$ cat config.mk
export PLATFORM = sky130hd
export DESIGN_NAME = ad9945_cfg_rx
export DESIGN_NICKNAME = d
export VERILOG_FILES = /design/src/rtl/ad9945_cfg_rx.sv
export SDC_FILE = /design/constraint.sdc
export NUM_CORES = 1
export LEC_CHECK = 0
export ABC_AREA = 1
export BUFFER_PORTS_ARGS = -buffer_cell sky130_fd_sc_hd__clkbuf_2
export CELL_PAD_IN_SITES_DETAIL_PLACEMENT = 1
export CELL_PAD_IN_SITES_GLOBAL_PLACEMENT = 1
export CORE_ASPECT_RATIO = 1.25
export CORE_MARGIN = 4
export CORE_UTILIZATION = 30
export CTS_CLUSTER_SIZE = 12
export DETAILED_ROUTE_END_ITERATION = 8
export PLACE_DENSITY_LB_ADDON = 0.1
export SLEW_MARGIN = 40
export SYNTH_ARGS = -nofsm -noshare
export SYNTH_HDL_FRONTEND = slang
export SYNTH_SLANG_ARGS = --single-unit
$ cat constraint.sdc
create_clock -name sys_clk -period 4.15 [get_ports sys_clk]
set_clock_uncertainty 0.2 [all_clocks]
set_input_delay 1.245 -clock sys_clk [delete_from_list [all_inputs] [get_ports sys_clk]]
set_output_delay 1.245 -clock sys_clk [all_outputs]
set_load 0.03 [all_outputs]
$ cat src/rtl/ad9945_cfg_rx.sv
// AD9945 3-wire configuration port receiver: oversamples SL/SCK/SDATA on sys_clk,
// decodes SL-framed LSB-first writes and holds the Oper/Ctrl/Clamp/VGA_Gain registers.
module ad9945_cfg_rx #(
  parameter int SYNC_STAGES = 2
) (
  input  logic        sys_clk,
  input  logic        reset,
  input  logic        SL,
  input  logic        SCK,
  input  logic        SDATA,
  output logic [6:0]  oper,
  output logic [6:0]  ctrl,
  output logic [7:0]  clamp,
  output logic [9:0]  vga_gain,
  output logic        wr_valid,
  output logic [2:0]  wr_addr,
  output logic [10:0] wr_data,
  output logic        frame_err,
  output logic        cfg_done
);

  typedef enum logic [1:0] {StArm, StIdle, StShift, StCommit} state_t;

  state_t                 state;
  logic [SYNC_STAGES-1:0] sl_sync, sck_sync, sd_sync;
  logic                   sl_prev, sck_prev;
  logic                   sl_s, sck_s, sd_s, sl_rise, sck_rise;
  logic [4:0]             bit_cnt;
  // Index 13 is never part of any data field, so only indices 0..12 are kept.
  logic [12:0]            shreg;
  logic [3:0]             seen, seen_next;
  logic [2:0]             addr;
  logic [3:0]             data_w;
  logic [9:0]             wdata;
  logic                   frame_ok;

  always_ff @(posedge sys_clk or posedge reset) begin
    if (reset) begin
      sl_sync  <= '0;
      sck_sync <= '0;
      sd_sync  <= '0;
      sl_prev  <= 1'b0;
      sck_prev <= 1'b0;
    end else begin
      sl_sync  <= {sl_sync[SYNC_STAGES-2:0], SL};
      sck_sync <= {sck_sync[SYNC_STAGES-2:0], SCK};
      sd_sync  <= {sd_sync[SYNC_STAGES-2:0], SDATA};
      sl_prev  <= sl_s;
      sck_prev <= sck_s;
    end
  end

  assign sl_s     = sl_sync[SYNC_STAGES-1];
  assign sck_s    = sck_sync[SYNC_STAGES-1];
  assign sd_s     = sd_sync[SYNC_STAGES-1];
  assign sl_rise  = sl_s & ~sl_prev;
  assign sck_rise = sck_s & ~sck_prev;
  assign addr     = shreg[2:0];

  always_comb begin
    data_w = 4'd10;
    wdata  = shreg[12:3];
    case (addr[1:0])
      2'd0, 2'd1: begin
        data_w = 4'd7;
        wdata  = {3'b000, shreg[9:3]};
      end
      2'd2: begin
        data_w = 4'd8;
        wdata  = {2'b00, shreg[10:3]};
      end
      default: ;
    endcase
    frame_ok  = ~addr[2] && (bit_cnt >= 5'd3 + {1'b0, data_w});
    seen_next = seen | (4'b0001 << addr[1:0]);
  end

  always_ff @(posedge sys_clk or posedge reset) begin
    if (reset) begin
      state     <= StArm;
      bit_cnt   <= '0;
      shreg     <= '0;
      seen      <= '0;
      oper      <= '0;
      ctrl      <= '0;
      clamp     <= '0;
      vga_gain  <= '0;
      wr_valid  <= 1'b0;
      wr_addr   <= '0;
      wr_data   <= '0;
      frame_err <= 1'b0;
      cfg_done  <= 1'b0;
    end else begin
      wr_valid  <= 1'b0;
      frame_err <= 1'b0;
      unique case (state)
        StArm: if (sl_s) state <= StIdle;
        StIdle: begin
          if (!sl_s) begin
            bit_cnt <= '0;
            shreg   <= '0;
            state   <= StShift;
          end
        end
        StShift: begin
          // SL rising takes priority over a coincident SCK edge.
          if (sl_rise) begin
            state <= StCommit;
          end else if (sck_rise) begin
            if (bit_cnt < 5'd13) shreg[bit_cnt[3:0]] <= sd_s;
            if (bit_cnt != 5'd31) bit_cnt <= bit_cnt + 5'd1;
          end
        end
        StCommit: begin
          state <= StIdle;
          if (bit_cnt != 5'd0) begin
            if (frame_ok) begin
              case (addr[1:0])
                2'd0:    oper     <= wdata[6:0];
                2'd1:    ctrl     <= wdata[6:0];
                2'd2:    clamp    <= wdata[7:0];
                default: vga_gain <= wdata;
              endcase
              wr_valid <= 1'b1;
              wr_addr  <= addr;
              wr_data  <= {1'b0, wdata};
              seen     <= seen_next;
              if (&seen_next) cfg_done <= 1'b1;
            end else begin
              frame_err <= 1'b1;
            end
          end
        end
        default: state <= StArm;
      endcase
    end
  end

endmodule

==> results of run 1 <==
sequential cells by signal, indices dropped and copies added (netlist names):
name / count
sck_sync: 2
state: 2
sl_sync: 2
shreg: 13
vga_gain: 10
cfg_done: 1
clamp: 8
wr_valid: 1
sd_sync: 2
ctrl: 7
wr_data: 10
seen: 4
bit_cnt: 5
sck_prev: 1
sl_prev: 1
frame_err: 1
oper: 7
wr_addr: 3
worst register-to-register path, delay by kind of cell (launching register included):
kind	cells	cell delay, ns
AND/OR/NAND/NOR	8	1.51
buffers and inverters	1	0.12
flip-flops	1	0.47
adder cells (fa/ha/maj)	1	0.32
power by group through the flow:
stage	logic [W]	clock network [W]	registers, W
4_1_cts	0.000556	0.000820	0.000866
2_1_floorplan	0.000449	0	0.000865
3_3_place_gp	0.000546	0	0.000877
5_1_grt	0.000633	0.000860	0.000874
6_report	0.000542	0.000795	0.000865
3_5_place_dp	0.000555	0	0.000880
cells in the final DEF (no fill, tap or decap), types with 2 or more instances in the layout:
cell type	n
sky130_fd_sc_hd__nand2_1	182
sky130_fd_sc_hd__dfrtp_1	80
sky130_fd_sc_hd__clkbuf_2	52
sky130_fd_sc_hd__nand4_1	33
sky130_fd_sc_hd__nand3_1	26
sky130_fd_sc_hd__inv_1	22
sky130_fd_sc_hd__ha_1	14
sky130_fd_sc_hd__nand3b_1	12
sky130_fd_sc_hd__clkbuf_16	9
sky130_fd_sc_hd__nor2_1	8
sky130_fd_sc_hd__inv_2	7
sky130_fd_sc_hd__o21ai_1	5
sky130_fd_sc_hd__a21oi_1	4
sky130_fd_sc_hd__nor2_2	4
sky130_fd_sc_hd__nand4_2	4
sky130_fd_sc_hd__conb_1	3
sky130_fd_sc_hd__buf_4	3
sky130_fd_sc_hd__nor2_4	2
sky130_fd_sc_hd__o22ai_1	2
sky130_fd_sc_hd__clkinv_4	2
sky130_fd_sc_hd__xor2_1	2
sky130_fd_sc_hd__clkinv_2	2
worst paths after layout:
check	startpoint	endpoint	slack, ns	depth (start not counted)
worst min register to register	sck_sync[0]	sck_sync[1]	0.15	0
worst min-delay path	sck_sync[0]	sck_sync[1]	0.15	0
worst max register to register	shreg[1]	wr_data[6]	1.42	10
max in group asynchronous	reset	wr_data[7]	2.38	3
min in group asynchronous	reset	wr_data[9]	0.73	2
worst max-delay path	shreg[1]	wr_data[6]	1.42	10
metal layers:
| layer | vias up | global-route usage [%] | routed length, µm |
|---|---|---|---|
| met5 | - | 0 | 0 |
| met4 | 0 | 4.56 | 117 |
| met3 | 10 | 3.03 | 367 |
| met2 | 45 | 24.3 | 4990 |
| met1 | 1511 | 20.3 | 4570 |
| li1 | 1524 | - | - |
final cells by class:
cell class | count | area [µm²] | area share [%]
sequential | 80 | 2000 | 44.7
multi-input combinational | 309 | 1570 | 34.9
timing repair buffer | 55 | 283 | 6.31
clock buffer | 11 | 243 | 5.41
tap | 164 | 205 | 4.58
inverter | 32 | 128 | 2.85
clock inverter | 5 | 56.3 | 1.26
synth_stat cells, drive strengths merged (2+ instances only):
| library cell | n | area share, % |
|---|---|---|
| dfrtp | 80 | 52 |
| ha | 14 | 4.6 |
| nand4 | 37 | 6.7 |
| nand3b | 12 | 2.4 |
| nand3 | 27 | 3.7 |
| nor2 | 14 | 2.0 |
| clkbuf | 2 | 0.20 |
| nand2 | 184 | 18 |
| a21oi | 5 | 0.75 |
| inv | 31 | 3.1 |
| xor2 | 2 | 0.46 |
| o21ai | 7 | 1.0 |
| conb | 2 | 0.20 |
| buf | 20 | 3.2 |
| o22ai | 2 | 0.33 |
metrics by stage:
step | cells | utilization [%]
floorplan | 443 | -
global route | 656 | 36.4
CTS | 656 | 36.4
detailed placement | 640 | 33.9
global placement | 640 | 33.9
finish | 656 | 36.4
cells by family after synthesis:
| logic type | synth area share (%) |
|---|---|
| flops | 52.4 |
| simple gates | 33.6 |
| xor+xnor | 0.459 |
| compound gates | 2.10 |
| fa+ha+maj | 4.59 |
| other cells | 0.197 |
| buf+inv | 6.65 |
==> impl_summary.txt, run 1 <==
----------------------------------------------------
[Status]
  Result of the run ... finished clean

[GRT]
  Maximum number of pins on one net before global-route repair ... between 50 and 60
  Global-route wire length before repair ... approximately 17 mm
  Antenna violations before repair ... 0
  GRT Resource Usage Total ... between 10% and 20%
  Number of global-route vias before repair ... between 3k and 4k
  Aggregate global routing overflow ... 0

[Layout]
  Fraction of layout cells with a size suffix above 1 ... 19.3%
  Fin nets ... around 500
  Area grow syn2layout ... 17.4%
  Number of fill cells ... about 1.5k
  Total inserted antenna cells ... 0
  Final std cell area, no fill ... around 4500 µm²

[Floorplanning]
  Core area ... around 12,000 µm²
  Starting Density ... a little under a third
  Count of boundary I/O pins ... 54
  Placement Rows ... 45
  Die Y-Extent ... approximately 130 µm
  Die outline area ... 14,600 µm²
  Die width ... 109 µm

[Timing]
  Maximum clock rate ... between 300 and 400 MHz
  Period utilisation layout ... approximately 66%
  Number of pins with negative max-slew slack in the final report ... 0
  Setup WS post-layout ... approximately 1.4 ns
  Final setup violating endpoints ... 0
  Post-layout minimum cycle time ... around 2.7 ns
  Least-Margin Pin Slew ... between 0.7 and 0.8 ns
  Final-layout setup total negative slack ... 0 ns
  Hold slack ... about 0.15 ns
  Number of failing hold endpoints at the final stage ... 0
  Worst slew margin relative to its limit ... 52.0%
  RSZ-0062 raised after global routing ... false

[Clocking]
  CTS Root Buffer Type ... sky130_fd_sc_hd__clkbuf_16
  Number of buffers created by CTS ... 9
  Maximum count of clock buffers along a single path ... 2
  Number of H-tree levels ... 3
  CTS sink count ... 80
  Clock network latency to the later pin of the worst-skew pair ... between 0.3 and 0.4 ns
  Clock edge transition at the registers on the reported setup and hold paths ... 0.06 ns
  Post-CTS Resized ... 0
  Number of buffers inserted to repair setup after CTS ... 0
  Clock tree from TritonCTS ... yes
  Number of hold-repair buffers added at the cts stage ... 0

[Power and ir drop]
  Switching power ... 0.000760 W
  Peak supply drop ... around 260 µV
  Sequential cell fraction of total power ... about 39%
  Power per cell area ... between 400 and 500 nW/µm²
  Power Internal ... 0.00144 W
  Switching part of the total power ... about 35%
  Static Leakage ... 2.46 nW
  Clock share of power ... about 36%
  Combinational Power Share ... about a quarter
  Total power of the final layout ... roughly 0.0022 W

[Critical path]
  Crit path max-delay family ... simple AND/OR/NAND/NOR gates
  Cell repeated most along the worst path ... sky130_fd_sc_hd__nand2_1
  Startpoint types ... flop
  Crit path kind ... reg2reg
  Slowest stage cell on the critical path ... sky130_fd_sc_hd__nor2_4
  Number of buffer and inverter instances along the worst setup path ... 1
  Data required, critical path ... between 4 and 5 ns
  Delay of the slowest critical-path stage ... 0.54 ns
  CP cell instances ... nand2_1, inv_2, ha_1, nand3_1, nor2_1, nor2_2, nor2_4, nand2_2, nand2_1, nand2_1
  Critical Path Sink Type ... flop
  Arrival time of the worst setup path ... 2.75 ns
  Max Fanout on Critical Path ... 34

[Yosys]
  Average footprint of a synthesized cell ... 8.64 µm²
  Sequential element share of the synthesized area ... a little over half
  Share of synthesized flip-flops with an asynchronous set or reset ... between 90% and 100%
  Most instantiated flip-flop cell in the synthesis netlist ... sky130_fd_sc_hd__dfrtp_1
  Number of synthesized flops with an enable pin ... 0
  Number of flip-flops and latches in the synthesized netlist ... 80
  Number of unique standard cell types used by synthesis ... 31
  Syn Inst Count ... approximately 440
  Synthesized cell area ... approximately 3800 µm²
  Number of synthesis warnings ... 0

[Drt]
  Total number of vias ... between 3k and 4k
  Number of DRC markers after the initial detailed-route iteration ... between 100 and 150
  Final WL ... 10.0 mm
  DRC violations left ... 0
  First-pass DRT Iterations ... 4
  Avg Vias per Cell ... about 4.7
  Post-detailed-route wirelength per cell ... approximately 15 µm
  Remaining antenna violation count after routing ... 0

[Flow run]
  Max-cap violations ... 0

[Placed design]
  Gp weighted congestion ... 0.773
  Post-place setup slack ... around 1.4 ns
  Post-place instance area ... ~4200 µm²
  # port buffers ... between 50 and 60
  Detailed Place HPWL ... between 7 and 8 mm

[Hold path]
  Worst Hold Class ... reg2reg

----------------------------------------------------
(Power assumes the default switching activity.)
==> run 2: changes to the inputs <==
--- a/config.mk
+++ b/config.mk
@@ -5,7 +5,7 @@
 export SDC_FILE = /design/constraint.sdc
 export NUM_CORES = 1
 export LEC_CHECK = 0
-export ABC_AREA = 1
+export ABC_AREA = 0
 export BUFFER_PORTS_ARGS = -buffer_cell sky130_fd_sc_hd__clkbuf_2
 export CELL_PAD_IN_SITES_DETAIL_PLACEMENT = 1
 export CELL_PAD_IN_SITES_GLOBAL_PLACEMENT = 1
==> constraint.sdc (replaced) <==
create_clock -name sys_clk -period 2.43 [get_ports sys_clk]
set_clock_uncertainty 0.2 [all_clocks]
set_input_delay 0.729 -clock sys_clk [delete_from_list [all_inputs] [get_ports sys_clk]]
set_output_delay 0.729 -clock sys_clk [all_outputs]
set_load 0.03 [all_outputs]
==> run 2 against run 1 <==
Critical endpoint is now wr_addr[1]. Largest power group unchanged. Critical path depth fell by 3. Worst setup slack got worse by 1.3 ns. Maximum frequency grew 19%. Wire length rose by 5.1%. Largest cell class unchanged. First-iteration DRC count shrank 17%. Non-clock buffer count increased by 27. Clock power is 62% higher. Worst hold slack about the same. Design area is 5.4% higher. Power rose by 65%. Clock-buffer cell count down 2. Critical path type unchanged. Sequential power up 66%.
==> impl_summary.txt, run 2 <==
----------------------------------------------------
[Status]
  Result of the run ... finished clean (unchanged)

[Drt]
  Remaining antenna violation count after routing ... 0 (unchanged)
  DRC violations left ... 0 (unchanged)
  First-pass DRT Iterations ... 4 (unchanged)
  Total number of vias ... 2,971 (was 3,090)
  Number of DRC markers after the initial detailed-route iteration ... 106 (was 127)
  Final WL ... 10.6 mm (was 10.0 mm)
  Avg Vias per Cell ... 4.94 (was 4.71)
  Post-detailed-route wirelength per cell ... 17.5 µm (was 15.3 µm)

[Power and ir drop]
  Power per cell area ... 768 nW/µm² (was 491 nW/µm²)
  Combinational Power Share ... 24.9% (was 24.6%)
  Clock share of power ... 35.4% (was 36.1%)
  Switching part of the total power ... 33.1% (was 34.5%)
  Total power of the final layout ... 0.00363 W (was 0.00220 W)
  Sequential cell fraction of total power ... 39.7% (was 39.3%)
  Power Internal ... 0.00243 W (was 0.00144 W)
  Switching power ... 0.00120 W (was 0.000760 W)
  Static Leakage ... 2.30 nW (was 2.46 nW)
  Peak supply drop ... 365 µV (was 256 µV)

[Placed design]
  Gp weighted congestion ... 0.712 (was 0.773)
  Detailed Place HPWL ... 7.65 mm (was 7.36 mm)
  Post-place setup slack ... 0.0628 ns (was 1.43 ns)
  Placed Cells incl. Taps ... 586 (was 640)
  # port buffers ... 52 (unchanged)

[Floorplanning]
  Core area ... 12,300 µm² (about the same)
  Count of boundary I/O pins ... 54 (unchanged)
  Die outline area ... 14,600 µm² (about the same)
  Starting Density ... 31.0% (about the same)
  Placement Rows ... 45 (unchanged)
  Die Y-Extent ... 134 µm (about the same)
  Die width ... 109 µm (about the same)

[Hold path]
  Worst Hold Class ... reg2reg (unchanged)
  Worst hold path stage count ... 0 (unchanged)
  Hold Path Origin ... sl_sync[0] (was sck_sync[0])
  Hold worst-path end ... sl_sync[1] (was sck_sync[1])

[Yosys]
  Fraction of synthesized cell area taken by the top area cell type ... 52.6% (was 52.4%)
  Synthesized cell area ... 3800 µm² (was 3820 µm²)
  Cell types with the highest counts after synthesis ... sky130_fd_sc_hd__dfrtp_1 (80), sky130_fd_sc_hd__nand2_1 (78), sky130_fd_sc_hd__o22ai_1 (22) (was sky130_fd_sc_hd__nand2_1 (182), sky130_fd_sc_hd__dfrtp_1 (80), sky130_fd_sc_hd__nand4_1 (33))
  Number of flip-flops and latches in the synthesized netlist ... 80 (unchanged)
  Cell with the most instances after synthesis ... sky130_fd_sc_hd__dfrtp_1 (was sky130_fd_sc_hd__nand2_1)
  Number of synthesized flops with an enable pin ... 0 (unchanged)
  Number of synthesis warnings ... 0 (unchanged)
  Share of synthesized flip-flops with an asynchronous set or reset ... 100% (unchanged)
  Most instantiated flip-flop cell in the synthesis netlist ... sky130_fd_sc_hd__dfrtp_1 (unchanged)
  Synth area leader ... sky130_fd_sc_hd__dfrtp_1 (unchanged)
  Number of unique standard cell types used by synthesis ... 50 (was 31)
  Top cells by area, synth ... sky130_fd_sc_hd__dfrtp_1 (53%), sky130_fd_sc_hd__nand2_1 (7.7%), sky130_fd_sc_hd__ha_1 (4.6%), sky130_fd_sc_hd__o22ai_1 (3.6%), sky130_fd_sc_hd__mux2_4 (3.2%) (was sky130_fd_sc_hd__dfrtp_1 (52%), sky130_fd_sc_hd__nand2_1 (18%), sky130_fd_sc_hd__nand4_1 (5.4%), sky130_fd_sc_hd__ha_1 (4.6%), sky130_fd_sc_hd__nand3_1 (3.4%))
  Average footprint of a synthesized cell ... 10.7 µm² (was 8.64 µm²)
  Sequential element share of the synthesized area ... 52.6% (was 52.4%)
  Syn Inst Count ... 357 (was 442)

[Critical path]
  Depth of the most critical reg-to-reg path ... 7 (was 10)
  Delay of the slowest critical-path stage ... 0.50 ns (was 0.54 ns)
  Crit path launch ... bit_cnt[1] (was shreg[1])
  Critical Path Sink Type ... flop (unchanged)
  Startpoint types ... flop (unchanged)
  CP cell instances ... inv_1, ha_1, or4b_4, nand2_4, o22a_2, buf_12, mux2_2 (was nand2_1, inv_2, ha_1, nand3_1, nor2_1, nor2_2, nor2_4, nand2_2, nand2_1, nand2_1)
  Reg-to-reg critical path endpoint ... wr_addr[1] (was wr_data[6])
  Arrival time of the worst setup path ... 2.33 ns (was 2.75 ns)
  Crit path kind ... reg2reg (unchanged)
  Slowest stage cell on the critical path ... sky130_fd_sc_hd__or4b_4 (was sky130_fd_sc_hd__nor2_4)
  Data required, critical path ... 2.45 ns (was 4.17 ns)
  Register-to-register setup slack ... 0.12 ns (was 1.42 ns)
  Max Fanout on Critical Path ... 27 (was 34)
  Worst flop-to-flop path startpoint ... bit_cnt[1] (was shreg[1])

[Timing]
  Setup WS post-layout ... 0.125 ns (was 1.42 ns)
  Maximum clock rate ... 434 MHz (was 366 MHz)
  Post-layout minimum cycle time ... 2.31 ns (was 2.73 ns)
  Number of pins with negative max-slew slack in the final report ... 0 (unchanged)
  Period utilisation layout ... 94.9% (was 65.9%)
  RSZ-0062 raised after global routing ... false (unchanged)
  Final setup violating endpoints ... 0 (unchanged)
  Number of failing hold endpoints at the final stage ... 0 (unchanged)
  Hold slack ... 0.147 ns (about the same)

[Layout]
  Registers with the most flip-flops ... shreg: 13 flops, vga_gain: 10 flops, wr_data: 10 flops (unchanged)
  Number of flip-flops in the largest register ... 13 (unchanged)
  Most flop-heavy register ... shreg (unchanged)
  Final std cells w/o fill ... 602 (was 656)
  Area grow syn2layout ... 24.2% (was 17.4%)
  Post-route core utilization ... 38.5% (was 36.4%)
  Fraction of layout cells with a size suffix above 1 ... 27.6% (was 19.3%)
  Total inserted antenna cells ... 0 (unchanged)
  Fin nets ... 452 (was 506)
  Most common cell after layout, fill and taps aside ... sky130_fd_sc_hd__dfrtp_1 (was sky130_fd_sc_hd__nand2_1)
  Most frequent cells in the layout ... sky130_fd_sc_hd__dfrtp_1 (80), sky130_fd_sc_hd__nand2_1 (78), sky130_fd_sc_hd__clkbuf_2 (52) (was sky130_fd_sc_hd__nand2_1 (182), sky130_fd_sc_hd__dfrtp_1 (80), sky130_fd_sc_hd__clkbuf_2 (52))

[GRT]
  Maximum number of pins on one net before global-route repair ... 81 (was 58)
  Global-route wire length before repair ... 17.4 mm (was 17.2 mm)
  Number of global-route vias before repair ... 3,134 (was 3,237)
  Antenna violations before repair ... 0 (unchanged)
  Aggregate global routing overflow ... 0 (unchanged)
  GRT Resource Usage Total ... 15.5% (was 15.1%)

[Clocking]
  Number of H-tree levels ... 3 (unchanged)
  Maximum count of clock buffers along a single path ... 2 (unchanged)
  CTS sink count ... 80 (unchanged)
  Clock network latency to the later pin of the worst-skew pair ... 0.33 ns (about the same)
  CTS Root Buffer Type ... sky130_fd_sc_hd__clkbuf_16 (unchanged)
  Clock tree from TritonCTS ... yes (unchanged)
  Number of hold-repair buffers added at the cts stage ... 0 (unchanged)
  Clock edge transition at the registers on the reported setup and hold paths ... 0.06 ns (about the same)
  Number of buffers created by CTS ... 9 (unchanged)

[Flow run]
  Max-cap violations ... 0 (unchanged)

----------------------------------------------------
## run 2: cells by family after synthesis
group	share of synthesized area (%)
fa+ha+maj	4.60
mux	5.89
other cells	0.197
buf+inv	5.13
flops	52.6
simple gates	17.6
compound gates	14.0
## run 2: layout make-up
cell class,instances,area (µm²)
clock buffer,9,225
clock inverter,7,55.1
fill,1422,7550
inverter,19,80.1
multi-input combinational,241,1640
sequential,80,2000
tap,164,205
timing repair buffer,82,514
## run 2: worst max-delay path: cells and delay by family, from the launching register on
kind,cells,cell delay (ns)
multiplexers,1,0.35
flip-flops,1,0.40
AO/OA/AOI/OAI,1,0.16
AND/OR/NAND/NOR,2,0.62
adder cells (fa/ha/maj),1,0.17
buffers and inverters,2,0.29
## run 2: stage by stage
stage | area (µm²) | TNS (ns)
floorplan | 3850 | -0.364
global route | 4720 | 0
detailed placement | 4440 | 0
CTS | 4720 | 0
finish | 4720 | 0
global placement | 4440 | 0
## run 2: power by group through the flow
| stage | registers [W] | logic (W) | clock network (W) |
|---|---|---|---|
| floorplan | 0.00149 | 0.000578 | 0 |
| finish | 0.00144 | 0.000903 | 0.00129 |
| CTS | 0.00144 | 0.000917 | 0.00133 |
| global route | 0.00145 | 0.00103 | 0.00139 |
| global placement | 0.00146 | 0.000894 | 0 |
| detailed placement | 0.00147 | 0.000911 | 0 |
## run 2: metal layers
layer	wire, µm	global-route usage (%)	vias up
li1	-	-	1427
met1	4670	20.1	1485
met2	5420	26.2	51
met3	345	3.32	8
met4	119	3.79	0
met5	0	0	-
## run 2: repair_timing
action | in CTS | in global routing
endpoints found under the setup margin | 0 | 27
setup buffers | 0 | 0
gates resized for setup | 0 | 3
## run 2: how the worst max path moves through the flow
stage | to | cells after the start
6_report | wr_addr[1] | 7
2_1_floorplan | wr_addr[0] | 11
5_1_grt | wr_data[7] | 8
3_3_place_gp | oper[0] | 9
3_5_place_dp | oper[1] | 9
4_1_cts | ctrl[6] | 8
==> run 3: changes to the inputs <==
--- a/config.mk
+++ b/config.mk
@@ -15,6 +15,7 @@
 export CTS_CLUSTER_SIZE = 12
 export DETAILED_ROUTE_END_ITERATION = 8
 export PLACE_DENSITY_LB_ADDON = 0.1
+export RECOVER_POWER = 50
 export SLEW_MARGIN = 40
 export SYNTH_ARGS = -nofsm -noshare
 export SYNTH_HDL_FRONTEND = slang
==> run 3 against run 2 <==
Global-route usage did not move. Sequential power barely moved. Power fell by 0.19%. Critical endpoint unchanged. Largest power group unchanged. Highest routed layer unchanged.
==> impl_summary.txt, run 3 (synthesis gave the netlist of run 2 again) <==
----------------------------------------------------
[Layout]
  Registers with the most flip-flops ... shreg: 13 flops, vga_gain: 10 flops, wr_data: 10 flops (unchanged)
  Area grow syn2layout ... 23.3% (was 24.2%)
  Number of flip-flops in the largest register ... 13 (unchanged)
  Fin nets ... 452 (unchanged)
  Most frequent cells in the layout ... sky130_fd_sc_hd__dfrtp_1 (80), sky130_fd_sc_hd__nand2_1 (78), sky130_fd_sc_hd__clkbuf_2 (36) (was sky130_fd_sc_hd__dfrtp_1 (80), sky130_fd_sc_hd__nand2_1 (78), sky130_fd_sc_hd__clkbuf_2 (52))
  Total inserted antenna cells ... 0 (unchanged)
  Most common cell after layout, fill and taps aside ... sky130_fd_sc_hd__dfrtp_1 (unchanged)
  Most flop-heavy register ... shreg (unchanged)
  Final std cell area, no fill ... 4690 µm² (was 4720 µm²)
  Fraction of layout cells with a size suffix above 1 ... 24.0% (was 27.6%)
  Post-route core utilization ... 38.2% (was 38.5%)

[Floorplanning]
  Die outline area ... 14,600 µm² (unchanged)
  Count of boundary I/O pins ... 54 (unchanged)
  Placement Rows ... 45 (unchanged)
  Die Y-Extent ... 134 µm (unchanged)
  Die width ... 109 µm (unchanged)
  Core area ... 12,300 µm² (unchanged)
  Starting Density ... 31.0% (unchanged)

[Critical path]
  Critical Path Sink Type ... flop (unchanged)
  Arrival time of the worst setup path ... 2.33 ns (about the same)
  Crit path kind ... reg2reg (unchanged)
  Startpoint types ... flop (unchanged)
  Max Fanout on Critical Path ... 27 (unchanged)
  Data required, critical path ... 2.45 ns (about the same)

[Power and ir drop]
  Static Leakage ... 2.24 nW (was 2.30 nW)
  Peak supply drop ... 366 µV (was 365 µV)
  Power Internal ... 0.00242 W (was 0.00243 W)
  Switching part of the total power ... 33.1% (about the same)
  Combinational Power Share ... 24.7% (was 24.9%)
  Power per cell area ... 772 nW/µm² (was 768 nW/µm²)
  Sequential cell fraction of total power ... 39.8% (was 39.7%)
  Switching power ... 0.00120 W (about the same)
  Clock share of power ... 35.5% (was 35.4%)

[Clocking]
  Post-CTS Resized ... 0 (unchanged)
  Number of hold-repair buffers added at the cts stage ... 0 (unchanged)
  CTS Root Buffer Type ... sky130_fd_sc_hd__clkbuf_16 (unchanged)
  Clock tree from TritonCTS ... yes (unchanged)
  Number of buffers inserted to repair setup after CTS ... 0 (unchanged)
  Clock edge transition at the registers on the reported setup and hold paths ... 0.06 ns (about the same)
  CTS sink count ... 80 (unchanged)
  Number of buffers created by CTS ... 9 (unchanged)
  Clock network latency to the later pin of the worst-skew pair ... 0.34 ns (was 0.33 ns)
  Number of H-tree levels ... 3 (unchanged)
  Maximum count of clock buffers along a single path ... 2 (unchanged)

[Timing]
  Post-layout minimum cycle time ... 2.31 ns (about the same)
  Least-Margin Pin Slew ... ~1.1 ns
  Setup WS post-layout ... 0.124 ns (was 0.125 ns)
  Final setup violating endpoints ... 0 (unchanged)
  Maximum clock rate ... 434 MHz (about the same)
  Number of failing hold endpoints at the final stage ... 0 (unchanged)
  RSZ-0062 raised after global routing ... false (unchanged)
  Period utilisation layout ... 94.9% (about the same)
  Worst slew margin relative to its limit ... approximately a quarter
  Number of pins with negative max-slew slack in the final report ... 0 (unchanged)

[Drt]
  Detailed route wirelength on metal3 ... 365 µm (was 345 µm)
  Post-detailed-route wirelength per cell ... 17.6 µm (was 17.5 µm)
  Avg Vias per Cell ... 4.94 (unchanged)
  DRC violations left ... 0 (unchanged)
  Remaining antenna violation count after routing ... 0 (unchanged)
  Routed length on met2 ... 5.43 mm (was 5.42 mm)
  Post-route met1 wirelength ... 4.67 mm (about the same)
  Number of DRC markers after the initial detailed-route iteration ... 119 (was 106)
  Total number of vias ... 2,971 (unchanged)
  Final WL ... 10.6 mm (about the same)
  DR top layer ... met4 (unchanged)
  First-pass DRT Iterations ... 4 (unchanged)

[Flow run]
  Max-cap violations ... 0 (unchanged)

[GRT]
  Aggregate global routing overflow ... 0 (unchanged)
  Number of global-route vias before repair ... 3,134 (unchanged)
  Maximum number of pins on one net before global-route repair ... 81 (unchanged)
  Antenna violations before repair ... 0 (unchanged)
  Global-route wire length before repair ... 17.4 mm (unchanged)
  GRT Resource Usage Total ... 15.5% (unchanged)

[Placed design]
  Gp weighted congestion ... 0.712 (unchanged)
  Post-place instance area ... 4440 µm² (unchanged)
  # port buffers ... 52 (unchanged)
  Post-place setup slack ... 0.0628 ns (unchanged)
  Detailed Place HPWL ... 7.65 mm (unchanged)

[Hold path]
  Worst Hold Class ... reg2reg (unchanged)

[Status]
  Result of the run ... finished clean (unchanged)

----------------------------------------------------
[run 3: cell count changes in the layout (fill, tap and decap cells not counted)]
cell / change
sky130_fd_sc_hd__clkbuf_4: +1
sky130_fd_sc_hd__buf_12: -1
sky130_fd_sc_hd__clkbuf_2: -16
sky130_fd_sc_hd__clkbuf_1: +16
[run 3: worst paths after layout]
path                            slack (ns)  depth (start not counted)          to       start
worst max-delay path                  0.12                          7  wr_addr[1]  bit_cnt[1]
max in group asynchronous             0.73                          3  bit_cnt[3]       reset
worst min-delay path                  0.15                          0  sd_sync[1]  sd_sync[0]
worst max register to register        0.12                          7  wr_addr[1]  bit_cnt[1]
min in group asynchronous             0.59                          3  wr_data[6]       reset
worst min register to register        0.15                          0  sd_sync[1]  sd_sync[0]
[run 3: per-layer routing]
layer / global-route usage, % / vias up
met5: 0 / -
met4: 3.79 / 0
met3: 3.32 / 9
met2: 26.2 / 51
met1: 20.1 / 1485
li1: - / 1426
[run 3: through the flow]
step                      hold slack, ns  power [W]  cells  setup TNS (ns)
after floorplan                    0.131    0.00207    358          -0.364
after global placement             0.133    0.00236    586               0
after detailed placement           0.136    0.00238    586               0
after CTS                          0.150    0.00369    602               0
after global routing               0.162    0.00386    602               0
final                              0.147    0.00362    602               0
[run 3: layout make-up]
class	count	area (µm²)
Timing Repair Buffer	82	482
Tap cell	164	205
Fill cell	1429	7580
Clock buffer	9	225
Multi-Input combinational cell	241	1640
Sequential cell	80	2000
Clock inverter	7	55.1
Inverter	19	80.1
[run 3: power groups by stage]
stage	clock network, W	registers (W)	logic, W
after floorplan	0	0.00149	0.000578
after global placement	0	0.00146	0.000894
after detailed placement	0	0.00147	0.000911
after CTS	0.00133	0.00144	0.000917
after global routing	0.00139	0.00145	0.00102
final	0.00128	0.00144	0.000896
[run 3: worst max-delay path: stages (launching register included)]
cell                      delay [ns]
sky130_fd_sc_hd__dfrtp_1        0.39
sky130_fd_sc_hd__inv_1          0.11
sky130_fd_sc_hd__ha_1           0.17
sky130_fd_sc_hd__or4b_4         0.50
sky130_fd_sc_hd__nand2_4        0.12
sky130_fd_sc_hd__o22a_2         0.16
sky130_fd_sc_hd__buf_12         0.19
sky130_fd_sc_hd__mux2_2         0.35
